==> src/rtl/up_core_pkg.sv <==
// up_core_pkg: shared constants for the parametrised multicycle core.
//   - 4-bit opcode encodings
//   - FSM state encodings (plain constants so older tools can read them)
//   - instruction field offsets measured down from the MSB of IR
//   - memory RW encodings and small opcode-class helpers
package up_core_pkg;

  localparam logic [3:0] OP_NOP  = 4'h0;
  localparam logic [3:0] OP_LDI  = 4'h1;
  localparam logic [3:0] OP_LD   = 4'h2;
  localparam logic [3:0] OP_ST   = 4'h3;
  localparam logic [3:0] OP_MOV  = 4'h4;
  localparam logic [3:0] OP_ADD  = 4'h5;
  localparam logic [3:0] OP_SUB  = 4'h6;
  localparam logic [3:0] OP_AND  = 4'h7;
  localparam logic [3:0] OP_OR   = 4'h8;
  localparam logic [3:0] OP_XOR  = 4'h9;
  localparam logic [3:0] OP_NOT  = 4'hA;
  localparam logic [3:0] OP_JMP  = 4'hB;
  localparam logic [3:0] OP_JZ   = 4'hC;
  localparam logic [3:0] OP_JC   = 4'hD;
  localparam logic [3:0] OP_RSV  = 4'hE;
  localparam logic [3:0] OP_HALT = 4'hF;

  localparam logic [2:0] ST_FETCH  = 3'd0;
  localparam logic [2:0] ST_DECODE = 3'd1;
  localparam logic [2:0] ST_IMM    = 3'd2;
  localparam logic [2:0] ST_MEM    = 3'd3;
  localparam logic [2:0] ST_EXEC   = 3'd4;
  localparam logic [2:0] ST_HALT   = 3'd5;
  localparam logic [2:0] ST_FAULT  = 3'd6;

  // Field MSB position is DATA_W - <offset>.
  localparam int OPC_OFS = 1;
  localparam int P1_OFS  = 5;
  localparam int P2_OFS  = 11;
  localparam int FIELD_W = 6;

  localparam logic RW_READ  = 1'b1;
  localparam logic RW_WRITE = 1'b0;

  function automatic logic op_sets_flags(input logic [3:0] op);
    return (op >= OP_ADD) && (op <= OP_NOT);
  endfunction

  function automatic logic op_writes_rd(input logic [3:0] op);
    return (op >= OP_MOV) && (op <= OP_NOT);
  endfunction

endpackage

==> src/rtl/up_alu_param.sv <==
// up_alu_param: combinational ALU for the core.
//   op     : opcode from IR (ADD/SUB/AND/OR/XOR/NOT; anything else passes b)
//   a, b   : rd and rs operands
//   c_in   : current carry flag, returned unchanged for logic ops
//   result : ALU result, modulo 2^DATA_W
//   z, c   : zero flag of result, carry/borrow out
module up_alu_param #(
  parameter int DATA_W = 16
) (
  input  logic [3:0]        op,
  input  logic [DATA_W-1:0] a,
  input  logic [DATA_W-1:0] b,
  input  logic              c_in,
  output logic [DATA_W-1:0] result,
  output logic              z,
  output logic              c
);
  import up_core_pkg::*;

  logic [DATA_W:0] sum;
  logic [DATA_W:0] diff;

  assign sum  = {1'b0, a} + {1'b0, b};
  // Zero-extended subtract: the extra MSB is set exactly when a < b.
  assign diff = {1'b0, a} - {1'b0, b};

  always_comb begin
    result = b;
    c      = c_in;
    case (op)
      OP_ADD: begin
        result = sum[DATA_W-1:0];
        c      = sum[DATA_W];
      end
      OP_SUB: begin
        result = diff[DATA_W-1:0];
        c      = diff[DATA_W];
      end
      OP_AND:  result = a & b;
      OP_OR:   result = a | b;
      OP_XOR:  result = a ^ b;
      OP_NOT:  result = ~a;
      default: result = b;
    endcase
    z = (result == '0);
  end

endmodule

==> src/rtl/up_core_param.sv <==
// up_core_param: parametrised multicycle core (PC, IR/decode, register
// file, ALU flags and memory handshake FSM).
//   clk, reset          : clock, synchronous active-high reset
//   data_in, MFC        : memory read data / function complete
//   data_out, address   : memory write data / address (registered)
//   RW, EN              : 1=read 0=write / memory request (registered)
//   halted, fault       : stopped by HALT / memory timeout
//   pc_dbg              : current PC
//
// state     | meaning
// ----------+-------------------------------------------------------
// ST_FETCH  | read instruction at PC (raises EN itself if entered idle)
// ST_DECODE | one cycle, EN=0; routes by opcode, pre-issues IMM/MEM
// ST_IMM    | read immediate word at PC (LDI/JMP/JZ/JC)
// ST_MEM    | LD read from R[rs] or ST write to R[rd]
// ST_EXEC   | one cycle ALU/MOV/NOP; pre-issues next fetch
// ST_HALT   | stopped until reset
// ST_FAULT  | memory timeout, stopped until reset
module up_core_param #(
  parameter int          DATA_W   = 16,
  parameter int          ADDR_W   = 16,
  parameter int          NREG     = 8,
  parameter int unsigned RESET_PC = 0,
  parameter int          TIMEOUT  = 255
) (
  input  logic              clk,
  input  logic              reset,
  input  logic [DATA_W-1:0] data_in,
  input  logic              MFC,
  output logic [DATA_W-1:0] data_out,
  output logic [ADDR_W-1:0] address,
  output logic              RW,
  output logic              EN,
  output logic              halted,
  output logic              fault,
  output logic [ADDR_W-1:0] pc_dbg
);
  import up_core_pkg::*;

  localparam int RIDX_W = $clog2(NREG);
  localparam int TCNT_W = (TIMEOUT > 1) ? $clog2(TIMEOUT + 1) : 1;
  localparam logic [TCNT_W-1:0] TCNT_LOAD = TCNT_W'(TIMEOUT);
  localparam logic TO_ENABLE = (TIMEOUT > 0);

  logic [DATA_W-1:0]  rf [NREG];
  logic [DATA_W-1:0]  ir;
  logic [ADDR_W-1:0]  pc;
  logic [ADDR_W-1:0]  pc_inc;
  logic [ADDR_W-1:0]  mem_addr;
  logic [2:0]         state;
  logic [TCNT_W-1:0]  tcnt;
  logic               z_flag;
  logic               c_flag;

  logic [3:0]         opcode;
  logic [FIELD_W-1:0] p1;
  logic [FIELD_W-1:0] p2;
  logic [RIDX_W-1:0]  rd;
  logic [RIDX_W-1:0]  rs;
  logic [DATA_W-1:0]  rd_val;
  logic [DATA_W-1:0]  rs_val;
  logic [DATA_W-1:0]  alu_res;
  logic               alu_z;
  logic               alu_c;
  logic               mem_done;
  logic               timed_out;
  logic               branch_taken;
  logic               unused_bits;

  assign opcode = ir[DATA_W-OPC_OFS -: 4];
  assign p1     = ir[DATA_W-P1_OFS -: FIELD_W];
  assign p2     = ir[DATA_W-P2_OFS -: FIELD_W];
  assign rd     = p1[RIDX_W-1:0];
  assign rs     = p2[RIDX_W-1:0];
  assign rd_val = rf[rd];
  assign rs_val = rf[rs];
  assign pc_inc = pc + ADDR_W'(1);
  assign pc_dbg = pc;

  assign mem_addr = (opcode == OP_LD) ? rs_val[ADDR_W-1:0] : rd_val[ADDR_W-1:0];

  // MFC only counts while a request is outstanding.
  assign mem_done  = EN & MFC;
  // Down-counter loaded at each new access; terminal count while still
  // waiting means the memory never answered.
  assign timed_out = TO_ENABLE & EN & ~MFC & (tcnt == '0);

  assign branch_taken = (opcode == OP_JMP) |
                        ((opcode == OP_JZ) & z_flag) |
                        ((opcode == OP_JC) & c_flag);

  assign unused_bits = ^{p1, p2, data_in};

  up_alu_param #(.DATA_W(DATA_W)) u_alu (
    .op     (opcode),
    .a      (rd_val),
    .b      (rs_val),
    .c_in   (c_flag),
    .result (alu_res),
    .z      (alu_z),
    .c      (alu_c)
  );

  always_ff @(posedge clk) begin
    if (reset) begin
      for (int i = 0; i < NREG; i++) rf[i] <= '0;
      ir       <= '0;
      pc       <= ADDR_W'(RESET_PC);
      state    <= ST_FETCH;
      tcnt     <= TCNT_LOAD;
      z_flag   <= 1'b0;
      c_flag   <= 1'b0;
      EN       <= 1'b0;
      RW       <= RW_READ;
      address  <= '0;
      data_out <= '0;
      halted   <= 1'b0;
      fault    <= 1'b0;
    end else begin
      case (state)
        ST_FETCH: begin
          if (!EN) begin
            // Entered after a completed access: this cycle is the EN=0 gap.
            EN      <= 1'b1;
            address <= pc;
            RW      <= RW_READ;
            tcnt    <= TCNT_LOAD;
          end else if (mem_done) begin
            ir    <= data_in;
            pc    <= pc_inc;
            EN    <= 1'b0;
            state <= ST_DECODE;
          end else if (timed_out) begin
            EN    <= 1'b0;
            fault <= 1'b1;
            state <= ST_FAULT;
          end else begin
            tcnt <= tcnt - TCNT_W'(1);
          end
        end

        ST_DECODE: begin
          case (opcode)
            OP_LDI, OP_JMP, OP_JZ, OP_JC: begin
              EN      <= 1'b1;
              address <= pc;
              RW      <= RW_READ;
              tcnt    <= TCNT_LOAD;
              state   <= ST_IMM;
            end
            OP_LD, OP_ST: begin
              EN      <= 1'b1;
              address <= mem_addr;
              RW      <= (opcode == OP_LD) ? RW_READ : RW_WRITE;
              if (opcode == OP_ST) data_out <= rs_val;
              tcnt    <= TCNT_LOAD;
              state   <= ST_MEM;
            end
            OP_HALT: begin
              halted <= 1'b1;
              state  <= ST_HALT;
            end
            default: state <= ST_EXEC;
          endcase
        end

        ST_IMM: begin
          if (mem_done) begin
            EN    <= 1'b0;
            state <= ST_FETCH;
            if (branch_taken) pc <= data_in[ADDR_W-1:0];
            else              pc <= pc_inc;
            if (opcode == OP_LDI) rf[rd] <= data_in;
          end else if (timed_out) begin
            EN    <= 1'b0;
            fault <= 1'b1;
            state <= ST_FAULT;
          end else begin
            tcnt <= tcnt - TCNT_W'(1);
          end
        end

        ST_MEM: begin
          if (mem_done) begin
            EN    <= 1'b0;
            state <= ST_FETCH;
            if (opcode == OP_LD) rf[rd] <= data_in;
          end else if (timed_out) begin
            EN    <= 1'b0;
            fault <= 1'b1;
            state <= ST_FAULT;
          end else begin
            tcnt <= tcnt - TCNT_W'(1);
          end
        end

        ST_EXEC: begin
          if (op_writes_rd(opcode)) rf[rd] <= alu_res;
          if (op_sets_flags(opcode)) begin
            z_flag <= alu_z;
            c_flag <= alu_c;
          end
          // DECODE and EXEC both had EN=0, so the next fetch can issue now.
          EN      <= 1'b1;
          address <= pc;
          RW      <= RW_READ;
          tcnt    <= TCNT_LOAD;
          state   <= ST_FETCH;
        end

        ST_HALT: EN <= 1'b0;

        ST_FAULT: EN <= 1'b0;

        default: begin
          EN    <= 1'b0;
          state <= ST_FETCH;
        end
      endcase
    end
  end

endmodule

==> config.mk <==
export PLATFORM = sky130hd
export DESIGN_NAME = up_core_param
export DESIGN_NICKNAME = d
export VERILOG_FILES = /design/src/rtl/up_core_pkg.sv /design/src/rtl/up_alu_param.sv /design/src/rtl/up_core_param.sv
export SDC_FILE = /design/constraint.sdc
export NUM_CORES = 1
export LEC_CHECK = 0
export ABC_AREA = 1
export BUFFER_PORTS_ARGS = -buffer_cell sky130_fd_sc_hd__buf_2
export CAP_MARGIN = 20
export CORE_ASPECT_RATIO = 0.9
export CORE_MARGIN = 3
export CORE_UTILIZATION = 55
export DETAILED_ROUTE_END_ITERATION = 16
export GPL_TIMING_DRIVEN = 1
export HOLD_SLACK_MARGIN = 0.02
export PLACE_DENSITY = 0.85
export SLEW_MARGIN = 20
export SYNTH_ARGS = -nofsm -noshare
export SYNTH_HDL_FRONTEND = slang
export SYNTH_SLANG_ARGS = --single-unit
==> constraint.sdc <==
create_clock -name clk -period 3.3 [get_ports clk]
set_input_delay 0.33 -clock clk [delete_from_list [all_inputs] [get_ports clk]]
set_output_delay 0.33 -clock clk [all_outputs]
set_load 0.005 [all_outputs]
==> results.md <==
- Final #Nets: 2325
- Syn_nets: 2091
- Clock root cell: clkbuf_16
- Met1 WL: 20.1 mm
- Worst hold path type: primary input to flip-flop
- Via count: roughly 16000
- Core footprint: ~25000 um2
- H-tree levels: 1
- Initial core utilization: 57.0%
- Synth top area share: between 20% and 30%
- Number of global-route vias before repair: 14828
- Worst-Margin Slew: roughly 600 ps
- Die span in y: 158 um
- Clk buf depth: 3
- Final Wtd Congestion: approximately 1
- Post-route cell area: 17500 um2
- Max_slew headroom: between 50% and 60%
- Die area: around 28000 um2
- Pin count of the biggest net entering global routing: 54
- CP Class: flip-flop to flip-flop
- GR Overflow Total: 0
- Commonest cells after routing, fill and taps aside: 421 x nand2_1, 286 x inv_1, 254 x nor2_1
- Area Growth Syn to Fin: 24.1%
- Max Cap Violations: 0
- Arrival time worst endpoint: about 3900 ps
- CP Max Fanout: 23
- Startpoint types: flip-flop
- Layout cells sized above 1: between 20% and 30%
- Post-DP Area: between 15000 and 20000 um2
- Mapped cell area: around 14000 um2
- Fin Hold WS: a little over 90 ps
- Leakage: ~8 nW
- Fin. max-slew vios: 0
- Post-DP HPWL: roughly 38 mm
- Fill cell count: 1986
- Routed WL: approximately 53 mm
- Clock tree sinks: 209
- Crit. End Element: flip-flop
- Most common cell after layout, fill and taps aside: nand2_1
- Pre-CTS setup slack: -178 ps
- Synthesized area per cell: between 6 and 7 um2
- Initial DRT Pass Iterations: 6
- RSZ-0062 raised after global routing: true
- Post-synth top area cell: edfxtp_1
- CTS tree: yes
- Hold_buf cts: 0
- Metal3 WL: 7.64 mm
- Die Wd: about 170 um
- First-pass GRT wire length: between 80 and 90 mm
- Final Hold Fails: 0
- Clk_lat worst skew: approximately 530 ps
- Failing checks: negative setup slack
- CP required: 3770 ps
- CTS buffer count: 23
- Status: complete, but fails checks
- CTS clk-pin slew, worst paths: 70 ps
- Worst setup margin: -91.3 ps
- Number of flops mapped to enable cells by yosys: approximately 130
- Initial antenna violation count: 0
- Count of state elements after synthesis: approximately 210
- Tcrit/Tclk final: 103%
- Ys Warns: 0
- Post-synth cell types: 50
- Drt wl/cell: roughly 20 um
- DR WL met2: between 20 and 25 mm
- Antenna Nets Post-Route: 0
- # IOs: 71
- Tot GR Track Use: between 30% and 40%
- # rows: 54
- Iteration-0 DRC count of the detailed router: roughly 2200
- Setup violations, final: 21
- ANT cells: 0
- Mapped Cells: 2018
- Max Freq: between 200 and 300 MHz
- Drt via density: between 5 and 6
- Top FF cell, synth: edfxtp_1
- Setup TNS: -597 ps
- Sequential fraction of the synthesis area: 38.9%
- Max VDD drop: approximately 0.48 mV
- Buffers on Ports: 70
- Asr flop ratio synth: 0%
- DRC Markers: 0
- Pwr Density: roughly 540 nW/um2
- Crit path time final: between 3000 and 4000 ps
- Clock Skews: approximately 22 ps
- Reg area: between 5000 and 6000 um2
- DR top layer: met4
- Area contributors post-synth: edfxtp_1 27%, nand2_1 12%, dfxtp_1 12%, inv_1 7.7%, nor2_1 7.1%
- Multi-input logic area: about 7300 um2
[worst paths after layout]
check                  from     end  slack [ps]  cells after the start
setup / recovery  flip-flop  z_flag         -90                     24
hold reg to reg       fault   fault         460                      2
setup reg to reg  flip-flop  z_flag         -90                     24
hold / removal        reset   fault          90                      2
[cell type report]
| cell class | instances | share of cell area [%] |
|---|---|---|
| timing repair buffer | 302 | 13.5 |
| tap | 336 | 2.41 |
| inverter | 314 | 6.80 |
| clock buffer | 29 | 3.48 |
| clock inverter | 11 | 0.366 |
| sequential | 209 | 31.4 |
| multi-input combinational | 1402 | 42.0 |
[what timing repair did]
item	CTS	global route
gates cloned	1	2
gates resized for setup	57	85
pin swaps	3	14
setup endpoints to repair	82	114
buffers inserted	1	3
[synthesized netlist by cell type, types with 6 or more instances]
cell        n
a21oi_1   139
and2_1     13
buf_2      51
buf_4       7
clkbuf_1   25
dfxtp_1    81
edfxtp_1  128
ha_1       52
inv_1     290
inv_2      22
nand2_1   445
nand3_1   184
nand4_1    18
nor2_1    267
nor3_1     10
o211ai_1   35
o21ai_0   137
o21ai_1    11
o21ai_2    10
o21bai_1    7
o221ai_1   16
o22ai_1     8
xor2_1      6
[critical path, cell delays in order, from the launching register on]
cell and delay [ps]:
dfxtp_4 390, inv_2 130, buf_12 190, a21oi_1 90
o21ai_1 110, nand3_1 140, nand2_2 150, buf_4 190
inv_1 60, ha_1 200, inv_1 70, nand2_1 80
a21oi_1 150, buf_4 150, nand2_2 80, nand2_1 80
nand3_1 70, nand3_1 80, nand4_1 150, buf_4 190
nor2_1 140, nand3_2 140, nor2_4 160, nor2_1 60
nor2_1 70
[power breakdown]
part / leakage [nW] / switching, mW / internal, mW
registers: 1.98 / 0.0876 / 2.88
logic: 5.87 / 2.39 / 1.66
clock network: 0.333 / 1.09 / 1.31
[logic make-up (layout without fill, tap and decap cells)]
| logic type | Yosys count | in the layout | share of synthesized area [%] |
|---|---|---|---|
| AOI/OAI and AO/OA | 380 | 380 | 15.4 |
| and+or+nand+nor | 960 | 960 | 28.5 |
| buffers and inverters | 407 | 656 | 11.7 |
| xor gates and xnor gates | 6 | 6 | 0.374 |
| adders and majority gates | 54 | 54 | 4.91 |
| DFF | 209 | 209 | 38.9 |
| muxes | 2 | 2 | 0.196 |
[layer usage]
layer / vias up / global-route usage, %
li1: 7046 / -
met1: 7052 / 50.5
met2: 1249 / 58.5
met3: 217 / 7.91
met4: 0 / 17.1
met5: - / 0
[through the flow]
stage / power, mW / cells / utilization [%]
6_report: 9.41 / 2603 / 70.8
5_1_grt: 9.83 / 2603 / 70.8
4_1_cts: 9.03 / 2598 / 69.3
3_5_place_dp: 6.56 / 2556 / 65.7
3_3_place_gp: 6.50 / 2556 / 65.7
2_1_floorplan: 4.89 / 2018 / -
[registers in the layout, indices dropped and copies added (netlist names), named ones only]
| signal | flops |
|---|---|
| tcnt | 8 |
| z_flag | 1 |
| rf | 128 |
| address | 16 |
| ir | 10 |
| data_out | 16 |
| halted | 1 |
| state | 3 |
| fault | 1 |
| EN | 1 |
| pc_dbg | 16 |
| c_flag | 1 |
| RW | 1 |
Power figures use the tool's default switching activity.
